===== src/rtl/fetch_unit_pkg.sv =====
// Shared fetch-stage definitions, also reused by the decode and hazard logic.
//   fetch_state_e       : fetch FSM states (issue a request / wait for its response)
//   DEFAULT_BUBBLE_INST : word presented when no valid instruction (matches the F/D flush value)
//   PC_INC              : sequential fetch increment
//   align_pc()          : clears the two low bits of a byte address
package fetch_unit_pkg;

  typedef enum logic {
    StIssue,
    StWait
  } fetch_state_e;

  localparam logic [31:0] DEFAULT_BUBBLE_INST = 32'h0000_0000;
  localparam logic [31:0] PC_INC              = 32'd4;

  function automatic logic [31:0] align_pc(input logic [31:0] addr);
    return {addr[31:2], 2'b00};
  endfunction

endpackage


===== src/rtl/fetch_unit_if.sv =====
// Instruction-memory request/grant/response bus, one request outstanding at a time.
//   req    : fetch request (fetch side drives)
//   addr   : fetch address
//   gnt    : request accepted this cycle (memory drives)
//   rvalid : response valid, at least one cycle after gnt
//   rdata  : instruction word
// Modports: master = fetch unit, slave = instruction memory.
interface fetch_unit_if;

  logic        req;
  logic [31:0] addr;
  logic        gnt;
  logic        rvalid;
  logic [31:0] rdata;

  modport master (
    output req,
    output addr,
    input  gnt,
    input  rvalid,
    input  rdata
  );

  modport slave (
    input  req,
    input  addr,
    output gnt,
    output rvalid,
    output rdata
  );

endinterface


===== src/rtl/fetch_unit_if_out_buf.sv =====
// One-entry output buffer holding the fetched word and its pc for the F/D register.
//   clk, rst           : clock, synchronous active-low reset
//   load               : capture load_inst/load_pc and mark valid
//   load_inst, load_pc : word and address to capture
//   consume            : downstream took the held word this cycle
//   kill               : drop the held word (redirect); wins over load and consume
//   out_valid, out_inst, out_pc : buffer contents
module if_out_buf (
  input  logic        clk,
  input  logic        rst,
  input  logic        load,
  input  logic [31:0] load_inst,
  input  logic [31:0] load_pc,
  input  logic        consume,
  input  logic        kill,
  output logic        out_valid,
  output logic [31:0] out_inst,
  output logic [31:0] out_pc
);

  logic        valid_q, valid_d;
  logic [31:0] inst_q, pc_q;

  always_comb begin
    valid_d = valid_q;
    if (kill) begin
      valid_d = 1'b0;
    end else if (load) begin
      valid_d = 1'b1;
    end else if (consume) begin
      valid_d = 1'b0;
    end
  end

  always_ff @(posedge clk) begin
    if (!rst) begin
      valid_q <= 1'b0;
      inst_q  <= '0;
      pc_q    <= '0;
    end else begin
      valid_q <= valid_d;
      if (load) begin
        inst_q <= load_inst;
        pc_q   <= load_pc;
      end
    end
  end

  assign out_valid = valid_q;
  assign out_inst  = inst_q;
  assign out_pc    = pc_q;

endmodule


===== src/rtl/fetch_unit.sv =====
// Instruction-fetch stage feeding the F/D pipeline register. Owns the fetch pc, runs a
// single-outstanding request/grant/response handshake to instruction memory, buffers the
// returned word, honours hazard stall and branch/jump redirect, and discards wrong-path
// responses.
//   clk, rst            : clock, synchronous active-low reset
//   stall               : hazard stall; presented instruction is not consumed while 1
//   redirect            : taken branch/jump pulse, redirect_pc is the target
//   imem                : instruction-memory bus (master side)
//   inst, pc            : presented instruction and its address (bubble / 0 when empty)
//   fetch_busy          : no valid instruction presented
//   misalign            : misaligned redirect seen (only with MISALIGN_CHECK_EN)
// Optional feature macro: MISALIGN_CHECK_EN. Without it the redirect target is word-aligned
// by clearing its low bits and misalign is tied low.
module fetch_unit
  import fetch_unit_pkg::*;
#(
  parameter logic [31:0] RESET_PC    = 32'h0000_0000,
  parameter logic [31:0] BUBBLE_INST = DEFAULT_BUBBLE_INST
) (
  input  logic         clk,
  input  logic         rst,
  input  logic         stall,
  input  logic         redirect,
  input  logic [31:0]  redirect_pc,
  fetch_unit_if.master imem,
  output logic [31:0]  inst,
  output logic [31:0]  pc,
  output logic         fetch_busy,
  output logic         misalign
);

  fetch_state_e state_q, state_d;
  logic [31:0]  fetch_pc_q, fetch_pc_d;
  logic         drop_q, drop_d;
  logic         misalign_q;
  logic [31:0]  target_pc;
  logic         req;
  logic         load;
  logic         out_valid;
  logic [31:0]  out_inst, out_pc;

`ifdef MISALIGN_CHECK_EN
  logic misalign_d;

  assign target_pc  = redirect_pc;
  // Every redirect re-evaluates alignment, so an aligned one clears the flag.
  assign misalign_d = redirect ? (redirect_pc[1:0] != 2'b00) : misalign_q;

  always_ff @(posedge clk) begin
    if (!rst) begin
      misalign_q <= 1'b0;
    end else begin
      misalign_q <= misalign_d;
    end
  end
`else
  logic unused_low_bits;

  assign target_pc       = align_pc(redirect_pc);
  assign misalign_q      = 1'b0;
  assign unused_low_bits = ^redirect_pc[1:0];
`endif

  always_comb begin
    state_d    = state_q;
    fetch_pc_d = fetch_pc_q;
    drop_d     = drop_q;
    req        = 1'b0;
    load       = 1'b0;

    unique case (state_q)
      StIssue: begin
        // Issue whenever the buffer is free or about to be consumed; a late rvalid here
        // (e.g. after reset abandoned a request) is ignored.
        req = (!out_valid || !stall) && !misalign_q;
        if (req && imem.gnt) begin
          state_d = StWait;
          // Request already went out to the old path.
          if (redirect) drop_d = 1'b1;
        end
      end
      StWait: begin
        if (imem.rvalid) begin
          state_d = StIssue;
          drop_d  = 1'b0;
          if (!drop_q && !redirect) begin
            load       = 1'b1;
            fetch_pc_d = fetch_pc_q + PC_INC;
          end
        end else if (redirect) begin
          drop_d = 1'b1;
        end
      end
    endcase

    if (redirect) fetch_pc_d = target_pc;
  end

  always_ff @(posedge clk) begin
    if (!rst) begin
      state_q    <= StIssue;
      fetch_pc_q <= RESET_PC;
      drop_q     <= 1'b0;
    end else begin
      state_q    <= state_d;
      fetch_pc_q <= fetch_pc_d;
      drop_q     <= drop_d;
    end
  end

  // Buffer is guaranteed empty when a response lands (single outstanding request).
  if_out_buf u_out_buf (
    .clk       (clk),
    .rst       (rst),
    .load      (load),
    .load_inst (imem.rdata),
    .load_pc   (fetch_pc_q),
    .consume   (out_valid && !stall),
    .kill      (redirect),
    .out_valid (out_valid),
    .out_inst  (out_inst),
    .out_pc    (out_pc)
  );

  assign imem.req   = req && rst;
  assign imem.addr  = fetch_pc_q;
  assign inst       = out_valid ? out_inst : BUBBLE_INST;
  assign pc         = out_valid ? out_pc : 32'h0;
  assign fetch_busy = !out_valid;
  assign misalign   = misalign_q;

endmodule


===== src/flat_wrapper.sv =====
// flat-port wrapper written by rule: the top's interface ports become plain ports
module fetch_unit_flat import fetch_unit_pkg::*;
#(
  parameter logic [31:0] RESET_PC    = 32'h0000_0000,
  parameter logic [31:0] BUBBLE_INST = DEFAULT_BUBBLE_INST
)
  (clk, rst, stall, redirect, redirect_pc, inst, pc, fetch_busy, misalign, imem_req, imem_addr, imem_gnt, imem_rvalid, imem_rdata);
  fetch_unit_if imem_i ();
  input  logic clk;
  input  logic rst;
  input  logic stall;
  input  logic redirect;
  input  logic [31:0] redirect_pc;
  output logic [31:0] inst;
  output logic [31:0] pc;
  output logic fetch_busy;
  output logic misalign;
  output wire logic [$bits(imem_i.req)-1:0] imem_req;
  output wire logic [$bits(imem_i.addr)-1:0] imem_addr;
  input wire logic [$bits(imem_i.gnt)-1:0] imem_gnt;
  input wire logic [$bits(imem_i.rvalid)-1:0] imem_rvalid;
  input wire logic [$bits(imem_i.rdata)-1:0] imem_rdata;
  assign imem_req = imem_i.req;
  assign imem_addr = imem_i.addr;
  assign imem_i.gnt = imem_gnt;
  assign imem_i.rvalid = imem_rvalid;
  assign imem_i.rdata = imem_rdata;
  fetch_unit #(.RESET_PC(RESET_PC), .BUBBLE_INST(BUBBLE_INST)) u_core (.clk(clk), .rst(rst), .stall(stall), .redirect(redirect), .redirect_pc(redirect_pc), .imem(imem_i), .inst(inst), .pc(pc), .fetch_busy(fetch_busy), .misalign(misalign));
endmodule

===== config.mk =====
export PLATFORM = sky130hd
export DESIGN_NAME = fetch_unit_flat
export DESIGN_NICKNAME = d
export VERILOG_FILES = /design/src/rtl/fetch_unit_pkg.sv /design/src/rtl/fetch_unit_if.sv /design/src/rtl/fetch_unit_if_out_buf.sv /design/src/rtl/fetch_unit.sv /design/src/flat_wrapper.sv
export SDC_FILE = /design/constraint.sdc
export NUM_CORES = 1
export LEC_CHECK = 0
export ABC_CLOCK_PERIOD_IN_PS = 2100
export BUFFER_PORTS_ARGS = -buffer_cell sky130_fd_sc_hd__clkbuf_2
export CAP_MARGIN = 5
export CORE_MARGIN = 2
export CORE_UTILIZATION = 50
export DETAILED_ROUTE_END_ITERATION = 8
export PLACE_DENSITY = 0.81
export SETUP_SLACK_MARGIN = 0.4
export SYNTH_ARGS = -nofsm -noshare
export SYNTH_HDL_FRONTEND = slang
export SYNTH_SLANG_ARGS = --single-unit
export TNS_END_PERCENT = 1

===== constraint.sdc =====
create_clock -name clk -period 2.1 [get_ports clk]
set_input_delay 0.105 -clock clk [delete_from_list [all_inputs] [get_ports clk]]
set_output_delay 0.105 -clock clk [all_outputs]
set_load 0.005 [all_outputs]

==> results of run 1 <==
[critical path, cell delays in order (launching register included)]
cell and delay, ns:
dfxtp_4 0.37, nand4_4 0.12, or4_4 0.55, buf_6 0.16
or4_1 0.42, a31oi_2 0.18
[metrics by stage]
| step | cell area [um^2] | cells | power (mW) |
|---|---|---|---|
| finish | 6270 | 890 | 3.63 |
| global route | 6270 | 890 | 3.79 |
| global placement | 5630 | 832 | 2.35 |
| detailed placement | 5630 | 832 | 2.37 |
| floorplan | 4700 | 587 | 2.18 |
| CTS | 6250 | 890 | 3.65 |
[final cells by class]
| cell class | instances | area, um^2 | area share |
|---|---|---|---|
| Clock buffer | 12 | 145 | 0.0231 |
| Sequential cell | 95 | 1930 | 0.307 |
| Multi-Input combinational cell | 438 | 2580 | 0.412 |
| Inverter | 4 | 15.0 | 0.00239 |
| Clock inverter | 4 | 55.1 | 0.00878 |
| Timing Repair Buffer | 226 | 1410 | 0.225 |
| Tap cell | 111 | 139 | 0.0221 |
[power breakdown]
group	switching [mW]	leakage, nW	internal [mW]
Combinational	0.222	1.76	0.235
Clock	0.641	0.0968	0.589
Sequential	0.0745	0.780	1.87
[cells by family (layout without fill, tap and decap cells)]
group | after synthesis | after routing | synth area share
AND/OR/NAND/NOR | 288 | 288 | 0.317
AO/OA/AOI/OAI | 133 | 133 | 0.201
multiplexers | 1 | 1 | 0.00215
buffers and inverters | 54 | 246 | 0.0487
XOR/XNOR | 10 | 10 | 0.0188
flip-flops | 95 | 95 | 0.409
other | 1 | 5 | 0.000807
adder cells (fa/ha/maj) | 1 | 1 | 0.00269
[sequential cells by signal, summed over array words and instances, names as in the netlist]
register / flops
u_core.imem.addr: 30
u_core.u_out_buf.out_valid: 1
u_core.u_out_buf.out_inst: 32
u_core.u_out_buf.out_pc: 30
u_core.state_q: 1
u_core.drop_q: 1
[cells in the final DEF, fill, tap and decap left out, types with 7 or more instances in the layout]
cell	instances
and2_1	65
a31oi_1	10
dfxtp_2	7
or4_1	9
clkbuf_2	161
nand2_1	141
clkbuf_8	10
nand4_1	7
buf_4	27
dfxtp_1	84
xnor2_1	7
nand2b_1	7
nor4_1	7
nand3_1	16
a21boi_0	64
a21oi_1	8
dlygate4sd3_1	35
o21ai_0	23
[path summary, 6_finish.rpt]
path / cells past startpoint / slack, ns / end
worst max register to register: 5 / 0.22 / u_core.imem.addr[28]
worst max-delay path: 5 / 0.22 / u_core.imem.addr[28]
worst min register to register: 2 / 0.46 / u_core.u_out_buf.out_pc[5]
worst min-delay path: 3 / 0.02 / u_core.imem.addr[8]
[routing by layer]
layer | vias up | global-route usage | share of wire
met1 | 2235 | 0.316 | 0.42
met5 | - | 0 | 0
met4 | 0 | 0.0938 | 0.017
li1 | 2375 | - | -
met2 | 185 | 0.466 | 0.50
met3 | 23 | 0.0529 | 0.064
[timing repair]
action / CTS / global route
pin swaps: 1 / 0
hold endpoints to repair: 35 / 0
setup endpoints to repair: 60 / 97
gates resized for setup: 10 / 5
hold buffers: 35 / 0
buffers inserted: 7 / 0
==> results.py, run 1 <==
metrics = {
    "outcome": {
        "status": "finished clean",
    },
    "global_route": {
        "antenna_found_initial": 0,
        "grtUsageTotal": 0.263,
        "grt_overflow": 0,
        "grt_pass1_vias": 4541,
        "grt_pass1_wl_um": 21400,
        "grt_max_degree": 50,
    },
    "logic_synthesis": {
        "ys_ff_latch": 95,
        "yosys_warnings": 0,
        "yosys.area.top_type": "dfxtp_1",
        "synth.cell_area_um2": 4650,
        "synth-edff-count": 0,
        "async_reset_ff_frac": 0,
        "yosysMostFrequentCell": "nand2_1",
        "synth.area.top_cells": "dfxtp_1, nand2_1, a21boi_0, and2_1, clkbuf_1",
        "avgSynthCellArea_um2": 7.98,
        "ys_seq_area_frac": 0.409,
        "synthCells": 583,
        "synthTopCellsByCount": "nand2_1, dfxtp_1, and2_1, a21boi_0, clkbuf_1",
        "synth_top_area_frac": 0.409,
        "yosys.cell_types.count": 45,
        "ys.flop_type": "dfxtp_1",
    },
    "critical_path": {
        "cp_data_arrival_time_ns": 2.16,
        "r2r_start": "u_core.imem.addr[15]",
        "critPathMaxFanout": 15,
        "worst_ep_required_time_ns": 2.38,
        "worstSetupEndpointType": "register",
        "critPathKind": "register to register",
        "start_kind": "register",
        "cp-startpoint": "u_core.imem.addr[15]",
    },
    "sta": {
        "fin_crit_sh": 0.896,
        "rsz0062_at_grt": "true",
        "hold_violations": 0,
        "worstMarginPinSlew_ns": 0.512,
        "hold_ws_ns": 0.0193,
        "setup_viol": 0,
        "period_needed_ns": 1.88,
        "fmaxAchievable_ghz": 0.532,
        "drv_slew": 0,
        "skew_ns": 0.0141,
        "finalWorstSetupSlack_ns": 0.219,
        "slew_headroom": 0.656,
        "tns_ns": 0,
    },
    "clock_network": {
        "clk_latency_ns": 0.36,
        "cts_tree": "yes",
        "cts.sinks": 95,
        "numCtsBuffers": 9,
        "cts.htree.levels": 3,
        "root_buffer": "clkbuf_8",
        "clk_pin_slew_ns": 0.10,
        "clock_path_buffers": 2,
    },
    "drt": {
        "firstDrtPassIters": 4,
        "drt_iter0_markers": 195,
        "drtAntennaViolNets": 0,
        "vias": 4818,
        "wl_um": 13400,
        "drcViolationCount": 0,
        "vias_per_cell": 5.41,
        "wl_per_cell_um": 15.1,
    },
    "power_and_ir_drop": {
        "p_per_area_nw_per_um2": 579,
        "irDropWorstVdd_mv": 0.358,
        "p_leak_nw": 2.64,
    },
    "cells_and_area": {
        "post-route-util": 0.688,
        "antenna_cells": 0,
        "area.growth.synth_to_final_pct": 34.9,
        "nFillCells": 735,
        "nets": 845,
        "drive_above_1_share": 0.288,
    },
    "floorplanning": {
        "start_util": 0.510,
        "die_h_um": 100,
        "dieArea_um2": 10100,
        "die_x_um": 100,
        "core_area_um2": 9110,
        "num_rows": 35,
        "io_pins": 169,
    },
    "min_path": {
        "hold_path.class": "input pin to register",
        "hp-start": "redirect_pc[8]",
    },
    "placed_design": {
        "place_congestion": 0.890,
        "portBuffers": 161,
        "place_ws_ns": 0.137,
        "dp_hpwl_um": 8800,
    },
    "run": {
        "cap_viol_max_count": 0,
    },
}
(Power assumes the default switching activity.)
==> run 2: changes to the inputs <==
- ABC_AREA: not set -> 1
- ABC_CLOCK_PERIOD_IN_PS: 2100 -> 2140
- PLACE_DENSITY: 0.81 -> 0.8
- clock period: 2.1 -> 2.14 ns (I/O delays scaled with it)
==> run 2 against run 1 <==
  * Maximum frequency up 11%
  * Critical path depth up 3
  * Final cell count up 15%
  * Sequential share of layout area up 0.61 points
  * Flip-flop and latch count unchanged
  * Hold slack worse by 0.0075 ns
  * Clock skew down 0.0064 ns
  * Cell area down 3.1%
  * Critical path type unchanged
  * Critical endpoint is now u_core.imem.addr[22]
  * Largest power group unchanged
==> results.py, run 2 <==
metrics = {
    "outcome": {
        "status": "finished clean",
    },
    "cells_and_area": {
        "final_common_cell": "nand2_1",
        "antenna_cells": 0,
        "drive_above_1_share": 0.220,
        "largest_reg_flops": 32,
        "area.growth.synth_to_final_pct": 29.9,
        "final_cell_area_um2": 6080,
        "mostFrequentLayoutCells": "nand2_1, clkbuf_2, nor2_1",
        "nFillCells": 855,
        "post-route-util": 0.664,
        "instances_no_fill": 1026,
        "nets": 981,
    },
    "clock_network": {
        "cts.sinks": 95,
        "numCtsBuffers": 9,
        "root_buffer": "clkbuf_8",
        "cts_tree": "yes",
        "clk_pin_slew_ns": 0.11,
        "clock_path_buffers": 2,
        "clk_latency_ns": 0.37,
        "cts.htree.levels": 3,
    },
    "power_and_ir_drop": {
        "irDropWorstVdd_mv": 0.311,
        "p_leak_nw": 3.23,
        "p_per_area_nw_per_um2": 587,
    },
    "min_path": {
        "hold_path.class": "input pin to register",
    },
    "global_route": {
        "grt_pass1_wl_um": 21400,
        "grtUsageTotal": 0.265,
        "grt_max_degree": 77,
        "grt_overflow": 0,
        "grt_pass1_vias": 4485,
        "antenna_found_initial": 0,
    },
    "critical_path": {
        "critPathMaxFanout": 5,
        "worstSetupEndpointType": "register",
        "cp_data_arrival_time_ns": 1.95,
        "worst_ep_required_time_ns": 2.40,
        "critPathKind": "register to register",
        "start_kind": "register",
    },
    "placed_design": {
        "place_area_um2": 5500,
        "dp_hpwl_um": 9240,
        "dp.cells": 974,
        "place_congestion": 0.953,
        "portBuffers": 161,
    },
    "sta": {
        "fmaxAchievable_ghz": 0.592,
        "period_needed_ns": 1.69,
        "tns_ns": 0,
        "setup_viol": 0,
        "skew_ns": 0.00768,
        "slew_headroom": 0.627,
        "fin_crit_sh": 0.789,
        "worstMarginPinSlew_ns": 0.560,
        "hold_violations": 0,
        "rsz0062_at_grt": "true",
        "drv_slew": 0,
    },
    "logic_synthesis": {
        "yosysMostFrequentCell": "nand2_1",
        "yosys_warnings": 0,
        "synth.cell_area_um2": 4680,
        "yosys.cell_types.count": 30,
        "async_reset_ff_frac": 0,
        "synth.area.top_cells": "dfxtp_1, nand2_1, nor2_1, inv_1, o21ai_0",
        "synth-edff-count": 0,
        "synth_top_area_frac": 0.407,
        "yosys.area.top_type": "dfxtp_1",
        "avgSynthCellArea_um2": 6.39,
        "synthCells": 732,
        "ys_ff_latch": 95,
        "ys_seq_area_frac": 0.407,
        "ys.flop_type": "dfxtp_1",
        "synthTopCellsByCount": "nand2_1, nor2_1, dfxtp_1, inv_1, o21ai_0",
    },
    "drt": {
        "firstDrtPassIters": 5,
        "drt_iter0_markers": 252,
        "wl_per_cell_um": 13.1,
        "drcViolationCount": 0,
        "vias_per_cell": 4.94,
        "wl_um": 13400,
        "vias": 5071,
        "drtAntennaViolNets": 0,
    },
    "floorplanning": {
        "core_area_um2": 9150,
        "die_x_um": 101,
        "io_pins": 169,
        "start_util": 0.511,
        "num_rows": 35,
        "die_h_um": 101,
        "dieArea_um2": 10100,
    },
    "run": {
        "cap_viol_max_count": 0,
    },
}
-- run 2: changes by cell type in the layout (fill, tap and decap cells not counted), moves of 8 or more --
| cell | change |
|---|---|
| a21boi_0 | -64 |
| a21oi_1 | +35 |
| a22oi_1 | +8 |
| a31oi_1 | -9 |
| and2_1 | -64 |
| buf_4 | -19 |
| dfxtp_1 | +10 |
| inv_1 | +84 |
| nand2_1 | +30 |
| nand3_1 | +15 |
| nor2_1 | +143 |
| o21ai_0 | +41 |
| or4_1 | -9 |
-- run 2: report_power, final --
part | switching [mW] | internal (mW)
Clock | 0.731 | 0.464
Combinational | 0.235 | 0.198
Sequential | 0.0829 | 1.85
-- run 2: cells by family (layout without fill, tap and decap cells) --
family	after synthesis	after routing	share of synthesized area
and+or+nand+nor	374	374	0.323
adders and majority gates	1	1	0.00267
xor gates and xnor gates	8	8	0.0150
DFF	95	95	0.407
buffers and inverters	133	312	0.116
AOI/OAI and AO/OA	120	120	0.135
other	1	5	0.000802
-- run 2: path summary, 6_finish.rpt --
check | startpoint | endpoint | slack, ns | depth (start not counted)
max reg2reg | u_core.imem.addr[3] | u_core.imem.addr[22] | 0.45 | 8
min reg2reg | u_core.u_out_buf.out_pc[21] | u_core.u_out_buf.out_pc[21] | 0.47 | 2
max | u_core.imem.addr[3] | u_core.imem.addr[22] | 0.45 | 8
min | redirect_pc[10] | u_core.imem.addr[10] | 0.01 | 3
-- run 2: layout make-up --
cell class / count / area, um^2 / share of cell area
clock buffer: 9 / 124 / 0.0204
clock inverter: 7 / 73.8 / 0.0121
multi-input combinational: 508 / 2260 / 0.372
inverter: 90 / 340 / 0.0560
timing repair buffer: 206 / 1240 / 0.204
tap: 111 / 139 / 0.0229
sequential: 95 / 1900 / 0.313
-- run 2: timing repair --
action	CTS	global route
buffers inserted	0	0
gates resized for setup	1	4
hold buffers	36	0
setup endpoints to repair	3	109
endpoints found under the hold margin	36	0
-- run 2: metrics by stage --
step                setup slack [ns]  hold slack [ns]  power [mW]
floorplan                      0.721            0.242        2.18
global placement               0.429            0.332        2.34
detailed placement             0.392            0.340        2.35
CTS                            0.381          0.00697        3.58
global route                   0.319           0.0275        3.73
finish                         0.451           0.0119        3.56
-- run 2: critical path: stages (launching register included) --
cell	delay [ns]
dfxtp_1	0.42
ha_1	0.20
nand2_1	0.08
nor2_2	0.15
nand2_2	0.16
nor2_4	0.21
nand3_1	0.12
xor2_1	0.17
a21oi_1	0.07
-- run 2: metal layers --
metal  share of wire  vias to the layer above  track usage
li1                -                     2619            -
met3           0.070                       15       0.0499
met4           0.016                        0       0.0801
met1            0.44                     2239        0.347
met2            0.47                      198        0.444
met5               0                        -            0
